[src/rtl/rv32i_instr_encoder.sv]
// Streaming RV32I field encoder: packs decoded fields into instruction
// words and writes them to instruction memory at sequential addresses.
module rv32i_instr_encoder #(
  parameter int DEPTH = 256,
  parameter int CNT_W = 9
) (
  input  logic             clk,
  input  logic             rst,
  input  logic             start,
  input  logic [31:0]      base_addr,
  input  logic             in_valid,
  output logic             in_ready,
  input  logic [2:0]       in_format,
  input  logic [2:0]       in_func3,
  input  logic             in_alt,
  input  logic [4:0]       in_rd,
  input  logic [4:0]       in_rs1,
  input  logic [4:0]       in_rs2,
  input  logic [31:0]      in_imm,
  output logic             wr_en,
  output logic [31:0]      wr_addr,
  output logic [31:0]      wr_data,
  input  logic             wr_ready,
  output logic             busy,
  output logic             done,
  output logic [CNT_W-1:0] word_count,
  output logic [CNT_W-1:0] err_count
);

  typedef enum logic [1:0] {IDLE, RUN, FULL} state_e;

  localparam logic [CNT_W-1:0] LAST = CNT_W'(DEPTH - 1);

  state_e           state_q;
  logic             wr_en_q;
  logic [31:0]      addr_q;
  logic [31:0]      data_q;
  logic             done_q;
  logic [CNT_W-1:0] wcnt_q;
  logic [CNT_W-1:0] ecnt_q;

  logic        wr_fire;
  logic        in_fire;
  logic        last_wr;
  logic        legal;
  logic [31:0] enc;
  logic [6:0]  f7;

  assign wr_fire = wr_en_q && wr_ready;
  assign last_wr = wcnt_q == LAST;
  // Block refill when the final write drains so no beat is lost.
  assign in_ready = (state_q == RUN) &&
                    (!wr_en_q || (wr_ready && !last_wr));
  assign in_fire = in_valid && in_ready;
  assign f7 = in_imm[11:5];

  always_comb begin
    enc   = 32'b0;
    legal = 1'b1;
    unique case (in_format)
      3'd0: begin
        enc = {in_alt ? 7'b0100000 : 7'b0000000,
               in_rs2, in_rs1, in_func3, in_rd, 7'b0110011};
        legal = !in_alt || in_func3 == 3'b000 ||
                in_func3 == 3'b101;
      end
      3'd1: begin
        enc = {in_imm[11:0], in_rs1, in_func3, in_rd,
               7'b0010011};
        legal = !((in_func3 == 3'b001 && f7 != 7'b0) ||
                  (in_func3 == 3'b101 && f7 != 7'b0 &&
                   f7 != 7'b0100000));
      end
      3'd2: begin
        enc = {in_imm[11:0], in_rs1, in_func3, in_rd,
               7'b0000011};
        legal = in_func3 != 3'b011 && in_func3 != 3'b110 &&
                in_func3 != 3'b111;
      end
      3'd3: begin
        enc = {in_imm[11:5], in_rs2, in_rs1, in_func3,
               in_imm[4:0], 7'b0100011};
        legal = in_func3 <= 3'b010;
      end
      3'd4: begin
        enc = {in_imm[12], in_imm[10:5], in_rs2, in_rs1,
               in_func3, in_imm[4:1], in_imm[11], 7'b1100011};
        legal = in_func3 != 3'b010 && in_func3 != 3'b011 &&
                !in_imm[0];
      end
      3'd5: begin
        enc = {in_imm[20], in_imm[10:1], in_imm[11],
               in_imm[19:12], in_rd, 7'b1101111};
        legal = !in_imm[0];
      end
      3'd6: enc = {in_imm[31:12], in_rd, 7'b0110111};
      3'd7: enc = {in_imm[31:12], in_rd, 7'b0010111};
      default: ;
    endcase
  end

  always_ff @(posedge clk) begin
    if (rst) begin
      state_q <= IDLE;
      wr_en_q <= 1'b0;
      addr_q  <= 32'b0;
      data_q  <= 32'b0;
      done_q  <= 1'b0;
      wcnt_q  <= '0;
      ecnt_q  <= '0;
    end else begin
      unique case (state_q)
        IDLE, FULL: begin
          if (start) begin
            state_q <= RUN;
            wr_en_q <= 1'b0;
            addr_q  <= base_addr & ~32'd3;
            done_q  <= 1'b0;
            wcnt_q  <= '0;
            ecnt_q  <= '0;
          end
        end
        RUN: begin
          if (wr_fire) begin
            addr_q <= addr_q + 32'd4;
            wcnt_q <= wcnt_q + 1'b1;
            if (last_wr) begin
              state_q <= FULL;
              done_q  <= 1'b1;
            end
          end
          if (in_fire && legal) begin
            wr_en_q <= 1'b1;
            data_q  <= enc;
          end else if (wr_fire) begin
            wr_en_q <= 1'b0;
          end
          if (in_fire && !legal && ecnt_q != '1)
            ecnt_q <= ecnt_q + 1'b1;
        end
        default: state_q <= IDLE;
      endcase
    end
  end

  assign wr_en      = wr_en_q;
  assign wr_addr    = addr_q;
  assign wr_data    = data_q;
  assign busy       = state_q == RUN;
  assign done       = done_q;
  assign word_count = wcnt_q;
  assign err_count  = ecnt_q;

endmodule
[config.mk]
export PLATFORM = sky130hd
export DESIGN_NAME = rv32i_instr_encoder
export DESIGN_NICKNAME = d
export VERILOG_FILES = /design/src/rtl/rv32i_instr_encoder.sv
export SDC_FILE = /design/constraint.sdc
export NUM_CORES = 1
export LEC_CHECK = 0
export ABC_AREA = 1
export CELL_PAD_IN_SITES_DETAIL_PLACEMENT = 0
export CELL_PAD_IN_SITES_GLOBAL_PLACEMENT = 1
export CORE_MARGIN = 2
export CORE_UTILIZATION = 30
export CTS_CLUSTER_DIAMETER = 80
export CTS_CLUSTER_SIZE = 25
export DETAILED_ROUTE_END_ITERATION = 12
export PLACE_DENSITY = 0.83
export SKIP_LAST_GASP = 1
export SYNTH_ARGS = -nofsm -noshare
export SYNTH_HDL_FRONTEND = slang
export SYNTH_SLANG_ARGS = --single-unit
[constraint.sdc]
create_clock -name clk -period 2.33 [get_ports clk]
set_input_delay 0.466 -clock clk [delete_from_list [all_inputs] [get_ports clk]]
set_output_delay 0.466 -clock clk [all_outputs]
set_load 0.1 [all_outputs]
==> results of run 1 <==
repair_timing:
action	4_1_cts	5_1_grt
setup buffers	2	0
cloned	0	0
pin swaps	3	2
gates resized for setup	7	2
hold buffers	0	0
endpoints found under the setup margin	1	18
kinds of logic (layout without fill, tap and decap cells):
group / Yosys count / in the layout / synth area share
flip-flops: 83 / 83 / 0.3375
XOR/XNOR: 6 / 6 / 0.01067
AND/OR/NAND/NOR: 439 / 439 / 0.3726
adder cells (fa/ha/maj): 8 / 8 / 0.02033
other: 1 / 3 / 0.0007617
buffers and inverters: 105 / 305 / 0.08767
AO/OA/AOI/OAI: 150 / 150 / 0.1705
per-layer routing:
| layer | vias to the layer above | share of wire |
|---|---|---|
| li1 | 2991 | - |
| met4 | 0 | 0.036 |
| met3 | 35 | 0.055 |
| met2 | 175 | 0.45 |
| met1 | 2603 | 0.46 |
| met5 | - | 0 |
sequential cells by signal (all words and copies together) (netlist names):
name	flops
wr_data	31
wr_addr	30
err_count	9
word_count	9
state_q	2
done	1
wr_en	1
layout make-up:
cell class	count	area (um^2)
Clock inverter	7	91.34
Antenna cell	1	2.502
Timing Repair Buffer	219	1909
Inverter	70	262.8
Multi-Input combinational cell	605	2879
Clock buffer	9	225.2
Tap cell	216	270.3
Fill cell	1689	8617
Sequential cell	83	1685
report_power, final:
group | switching, mW | internal (mW)
logic | 1.20 | 0.513
registers | 0.112 | 1.52
clock network | 0.641 | 0.938
worst max path at each step:
| stage | start | end | slack [ns] | depth (start not counted) |
|---|---|---|---|---|
| detailed placement | in_format[2] | wr_data[19]$_SDFFE_PP0P_ | -0.25 | 11 |
| CTS | word_count[1]$_SDFFE_PP0P_ | in_ready | 0.006 | 8 |
| global route | word_count[3]$_SDFFE_PP0P_ | in_ready | 0.03 | 7 |
| floorplan | wr_addr[6]$_SDFFE_PP0P_ | wr_addr[29]$_SDFFE_PP0P_ | 0.02 | 9 |
| global placement | in_format[1] | wr_data[19]$_SDFFE_PP0P_ | -0.17 | 11 |
| finish | word_count[3]$_SDFFE_PP0P_ | in_ready | 0.14 | 7 |
through the flow:
| stage | instance area (um^2) | hold slack [ns] | instances | power [mW] | utilization |
|---|---|---|---|---|---|
| after floorplan | 4962 | 0.4857 | 793 | 2.822 | - |
| after global placement | 6958 | 0.4452 | 1191 | 3.374 | 0.4364 |
| after detailed placement | 6958 | 0.4510 | 1191 | 3.375 | 0.4364 |
| after CTS | 7315 | 0.4616 | 1209 | 4.968 | 0.4588 |
| after global routing | 7323 | 0.4850 | 1209 | 5.146 | 0.4593 |
| final | 7326 | 0.4563 | 1210 | 4.927 | 0.4595 |
cells in the final DEF, fill, tap and decap left out, types with 2 or more instances in the layout:
master,instances
nand2_1,195
nor2_1,130
buf_4,127
clkdlybuf4s50_1,87
nand3_1,69
dfxtp_1,68
inv_1,64
a21oi_1,60
o21ai_0,53
nor3_1,15
o22ai_1,14
dfxtp_2,13
or2_2,10
clkbuf_16,9
nand4_1,6
nand3b_1,6
a221oi_1,6
ha_1,6
xor2_1,5
inv_2,5
a211oi_1,4
buf_12,4
o211ai_1,3
o21a_1,3
nand2_2,3
clkinv_2,3
a21oi_4,2
ha_2,2
conb_1,2
bufinv_16,2
dfxtp_4,2
tightest hold or removal path: stages (launching register included):
cell	delay, ns
dfxtp_2	0.32
inv_1	0.05
a21oi_1	0.05
==> results, run 1 <==
- The worst setup margin is roughly 0.14 ns.
- Of the post-synthesis cell area, the dominant cell type holds 0.3375.
- No sink is reached through more buffers than the 2 on the longest clock path.
- Counting cells, the worst reg-to-reg path comes to 14.
- The primary flip-flop cell chosen by synthesis mapping is dfxtp_1.
- The post-route DRC violation count is 0.
- The number of port buffers is approximately 170.
- The post-synth design cell area is 4923 um^2.
- The number of sinks driven by the clock tree is 83.
- In the post-synthesis netlist, the cell with the most instances is nand2_1.
- The met1 global-route usage is 0.2558.
- The core area is roughly 16000 um^2.
- The number of buffers and inverters on the critical path is 2.
- The min-delay analysis places its worst path in the category flip-flop to flip-flop.
- Of the cells placed in the final design, the portion with a size suffix greater than 1 is 0.1913.
- The share of the clock period used by the worst path is 0.9417.
- The critical path goes through nand2_1 > nor4_4 > ha_2 > inv_2 > nand2_2 > a21oi_4 > buf_12.
- The path with the worst hold slack has its endpoint at word_count[7]$_SDFFE_PP0P_.
- The average via count per standard cell is 4.797.
- The number of instances on the worst hold path is 2.
- Summed over all layers, the global routing overflow is 0.
- The met3 layer usage reported by global route is 0.04268.
- The worst hold path begins at word_count[7]$_SDFFE_PP0P_.
- The number of global-route vias before repair is 5506.
- The sum of negative setup slack is 0 ns.
- The endpoint identified for the worst register-to-register timing path is err_count[1]$_SDFFE_PP0P_.
- The number of max-slew violations in the final report is 0.
- The clock tree root driver cell is clkbuf_16.
- The HPWL after detailed placement is ~13000 um.
- The run finished with clean final reports.
- The pre-CTS setup slack is -0.2503 ns.
- The number of top-level pins is about 180.
- The row count is 46.
- The slack of the worst reg-to-reg path is around 0.24 ns.
- The vertical die dimension is between 100 and 150 um.
- In this run, synthesis inferred 0 flip-flops with an integrated enable.
- The violation count after the first detailed-routing iteration is approximately 300.
- The cell type with the highest aggregate area in the netlist is dfxtp_1.
- Once detail routing completed, the nets flagged for antenna violations numbered 0.
- The critical-path cell with the highest stage delay is dfxtp_2.
- In this run, CTS created clock tree buffers numbering 9.
- The net count reported at finish is ~1100.
- For this design the static power due to leakage is roughly 3.1 nW.
- The clock-pin slew on the worst setup and hold paths is approximately 0.06 ns.
- Setup violations remaining at the end of the flow were counted as 0.
- Synthesis produced between 700 and 800 cells.
- TritonCTS built the clock tree.
- The startpoint identified for the worst register-to-register timing path is err_count[0]$_SDFFE_PP0P_.
- The width of the chip is between 100 and 150 um.
- The most used routing layer is met2.
- The final route contains approximately 5800 vias.
- The clock tree skew after final layout is 0.01001 ns.
- Max-cap violations in this run came to 0.
- The worst setup path is captured at an output port.
- Data arrives at the worst endpoint at about 1.7 ns.
- By count the netlist is led by nand2_1, nor2_1, dfxtp_1.
- In the post-synthesis netlist, the biggest area contributors are dfxtp_1, nand2_1, nor2_1.
- Entering global routing, the biggest net connects 34 pins.
- The post-synthesis average cell area is between 6 and 7 um^2.
- The maximum frequency from static timing analysis is about 0.46 GHz.
- After synthesis, the share of flip-flops with an asynchronous set or reset is 0.
- The smallest clock period supported by the final layout is computed as ~2.2 ns.
- The share of the Yosys chip area taken by registers is 0.3375.
- After detailed routing, the average wire length per cell comes to around 14 um.
- The number of H-tree branching levels is 3.
- Dividing total power by cell area gives a power density of 672.5 nW/um^2.
- The congestion estimate from routability-driven global placement came to ~0.86.
- Yosys printed 0 warnings.
- The number of synthesized register bits is 83.
- The maximum fanout encountered on the critical timing path is 6.
- For this run, the total global-route usage over all layers was measured as 0.1996.
- The number of different library cells used by synthesis comes to 38.
- The final hold violation count was 0.
- The pre-antenna-repair detailed-routing pass consisted of 4 iterations.
- The wire length of the first global-routing pass is roughly 28000 um.
- The floorplan die area is 17450 um^2.
- In the global route stage, met2 resource usage came out at 0.3194.
- The initial utilization of the core area, before any placement, comes to 0.3088.
- Across the VDD grid, the largest voltage drop is 0.4167 mV.
- The critical path in this run is classified as flip-flop to output port.
- The largest stage delay on the critical path is between 0.3 and 0.4 ns.
- Setup repair after global routing left no endpoint under its margin.
- The required time of the critical path is ~1.9 ns.
- The area growth from synthesis to layout is 48.79%.
- The number of antenna violations at the first check in global routing was 0.
- The startpoint class of the critical path is a flip-flop.
- Among cell families on the critical path, the largest total delay comes from simple AND/OR/NAND/NOR gates.
- The later pin in the worst-skew pair is clocked with a latency of approximately 0.35 ns.
- For this block, the routed nets add up to ~17000 um of wire.
No activity file was read; power rests on OpenSTA's default activity.
==> run 2, diff against run 1 <==
--- a/config.mk
+++ b/config.mk
@@ -8,7 +8,6 @@
 export ABC_AREA = 1
 export CELL_PAD_IN_SITES_DETAIL_PLACEMENT = 0
 export CELL_PAD_IN_SITES_GLOBAL_PLACEMENT = 1
-export CORE_MARGIN = 2
 export CORE_UTILIZATION = 30
 export CTS_CLUSTER_DIAMETER = 80
 export CTS_CLUSTER_SIZE = 25
==> run 2 against run 1 <==
Compared with the run above:
- design area rose by 0.41%
- via count increased by 0.31%
- global-route usage increased by 0.97 points
- utilization rose by 0.19 points
- critical path type unchanged
- register-to-register slack is essentially flat
- combinational power barely moved
- setup slack worse by 0.044 ns
- sequential power barely moved
- routed wire length fell by 0.65%
- clock-buffer cell count increased by 2
- critical endpoint unchanged
- cell count rose by 0.17%
- critical path depth is 1 higher
==> results, run 2 (same netlist as run 1, synthesis figures left out) <==
- The tree is rooted in a clkbuf_16.
- The vertical die dimension is approximately 130 um.
- The detailed-routing iteration count for the pre-antenna-repair pass is 5.
- Setup violations remaining at the end of the flow were counted as 0.
- The total non-filler cell area in the finished layout is ~7400 um^2.
- The quantity of hold-fixing buffers added after cts is 0.
- The pre-CTS setup slack is -0.2760 ns.
- Once detail routing completed, the nets flagged for antenna violations numbered 0.
- On the critical path, the stage with the largest delay is an instance of dfxtp_4.
- The most frequent cell on the critical path is nand2_4.
- The source of the worst hold timing path is word_count[7]$_SDFFE_PP0P_.
- The row count is 46.
- The register with the most flip-flops in the layout has 31 of them.
- The pin count of the biggest net entering global routing is 35.
- Hold is met by between 0.4 and 0.5 ns.
- Buffers placed on the I/O ports in this run total 172.
- Detailed placement ended at an HPWL of 12840 um.
- Counting every sink on the clock net gives 83.
- The number of top-level pins is ~180.
- The total power density per cell area is around 650 nW/um^2.
- The number of max-slew violations in the final report is 0.
- In the layout the commonest cells are nand2_1, nor2_1, buf_4.
- The share of the clock period used by the worst path is 0.9604.
- The first global-routing pass estimated between 20000 and 30000 um of wire.
- The routability-driven placement congestion ratio is about 0.84.
- Counting instances, the worst hold path has a depth of 2.
- The number of placed instances, taps included is between 1000 and 1500.
- The width of the chip is about 130 um.
- Across the run, the number of max-cap violations was 0.
- The final critical path time including I/O delays and setup is 2.238 ns.
- The number of cells traversed by the worst register-to-register path is 14.
- Along the worst path, the maximum fanout reaches 3.
- The critical path class is flip-flop to output port.
- The number of H-tree branching levels is 3.
- The sum of internal, switching and leakage power is 4.813 mW.
- The kind of cell with the highest combined delay along the critical path is simple AND/OR/NAND/NOR gates.
- The share of layout cells above drive strength 1 is 0.1899.
- After floorplanning, the core was sized to cover ~16000 um^2.
- On the final layout, the worst clock skew is around 0.0089 ns.
- Leaving out fill and tap cells, the most frequent cell in the layout is nand2_1.
- The worst setup path is launched from a flip-flop.
- The number of antenna violations at the first check in global routing is 2.
- The number of buffers and inverters on the critical path is 2.
- The largest stage delay on the critical path is approximately 0.37 ns.
- STA puts the critical path data arrival time at between 1.5 and 2 ns.
- The finished layout holds 1212 standard cells, fillers aside.
- The violation count after the first detailed-routing iteration is between 200 and 300.
- Summed over all layers, the routed wires come to between 15000 and 20000 um.
- The signal on the critical path passes through ha_4 > nand2_4 > nor4_4 > ha_2 > inv_2 > nand2_4 > a21oi_4 > buf_12.
- The endpoint of the worst hold-timing path is word_count[7]$_SDFFE_PP0P_.
- Clock-pin slew was measured on the worst setup and hold paths at roughly 0.06 ns.
- The effective utilization at floorplan is 0.3088.
- TritonCTS built the clock tree.
- Clock tree synthesis inserted a total of 9 buffers.
- The slack of the worst reg-to-reg path is between 0.2 and 0.25 ns.
- The final hold violation count came to 0.
- For the worst-skew pair, the clock arrives at the later sink with an insertion delay of approximately 0.35 ns.
- Summed over all layers, the global routing overflow is 0.
- For this run, the share of the core covered by cells in the final layout is 0.4614.
- The deepest clock path buffer count is 2.
- After detailed routing, the average wire length per cell comes to around 14 um.
- The required time of the critical path is around 1.9 ns.
- The worst register-to-register path begins at err_count[0]$_SDFFE_PP0P_.
- The total global routing track utilization is 0.2093.
- VDD sags by at most around 0.41 mV.
- The final route contains between 5000 and 6000 vias.
- The type of the worst min-delay path is flip-flop to flip-flop.
- The die covers approximately 17000 um^2.
- The end of the worst register-to-register path is err_count[8]$_SDFFE_PP0P_.
- The run finished with clean final reports.
- The placed standard-cell area is roughly 7000 um^2.
- The critical path endpoint category is an output port.
- Setup slack closes at around 0.09 ns.
- From synthesis to final layout, the design area changed by 49.40%.
- The average via count per standard cell is approximately 4.8.
- The post-route DRC violation count is 0.
- For this design the static power due to leakage is approximately 3.1 nW.
- The sum of negative setup slack is 0 ns.
- The number of global-route vias before repair was between 5000 and 6000.
- Setup repair after global routing could not meet its margin everywhere.
- The final layout contains 1089 nets.
- The maximum frequency from static timing analysis is 0.4469 GHz.
[run 2: cell types whose count changed in the layout (fill, tap and decap cells not counted), sizes merged]
cell and change:
buf +2, bufinv -1, clkbuf +2, clkinv -1
clkinvlp +1, inv -1
[run 2: power by group]
part           switching, mW  leakage, nW  total (mW)  internal, mW
sequential             0.116        0.685        1.63          1.52
clock                  0.628        0.133        1.46         0.827
combinational           1.20         2.29        1.72         0.521
total                   1.95         3.11        4.81          2.87
[run 2: tightest hold or removal path: stages, from the launching register on]
cell and delay [ns]:
dfxtp_2 0.32, inv_1 0.05, a21oi_1 0.05
[run 2: area by class of cell]
| class | count | area [um^2] |
|---|---|---|
| Tap cell | 216 | 270.3 |
| Inverter | 70 | 262.8 |
| Timing Repair Buffer | 221 | 1949 |
| Fill cell | 1661 | 8587 |
| Clock buffer | 11 | 232.7 |
| Multi-Input combinational cell | 605 | 2899 |
| Clock inverter | 5 | 53.80 |
| Sequential cell | 83 | 1685 |
| Antenna cell | 1 | 2.502 |
[run 2: worst max path at each step]
stage | startpoint | end | slack, ns | cells past startpoint
2_1_floorplan | wr_addr[6]$_SDFFE_PP0P_ | wr_addr[29]$_SDFFE_PP0P_ | 0.02 | 9
3_3_place_gp | in_format[1] | wr_data[19]$_SDFFE_PP0P_ | -0.21 | 11
3_5_place_dp | in_format[1] | wr_data[14]$_SDFFE_PP0P_ | -0.28 | 11
4_1_cts | word_count[0]$_SDFFE_PP0P_ | in_ready | 0.01 | 8
5_1_grt | in_format[2] | wr_data[30]$_SDFFE_PP0P_ | -0.008 | 11
6_report | word_count[1]$_SDFFE_PP0P_ | in_ready | 0.09 | 8
[run 2: timing repair]
item                       4_1_cts  5_1_grt
setup endpoints to repair        1       29
pin swaps                        0        5
gates cloned                     0        0
hold endpoints to repair         0        0
gates resized for setup          2       12
buffers inserted                 0        3
[run 2: metal layers]
layer	wire, um	up-vias	global-route usage
met1	7668	2642	0.2638
met3	998	27	0.05043
li1	-	2994	-
met2	8138	157	0.3470
met5	12	-	0
met4	399	2	0.07387
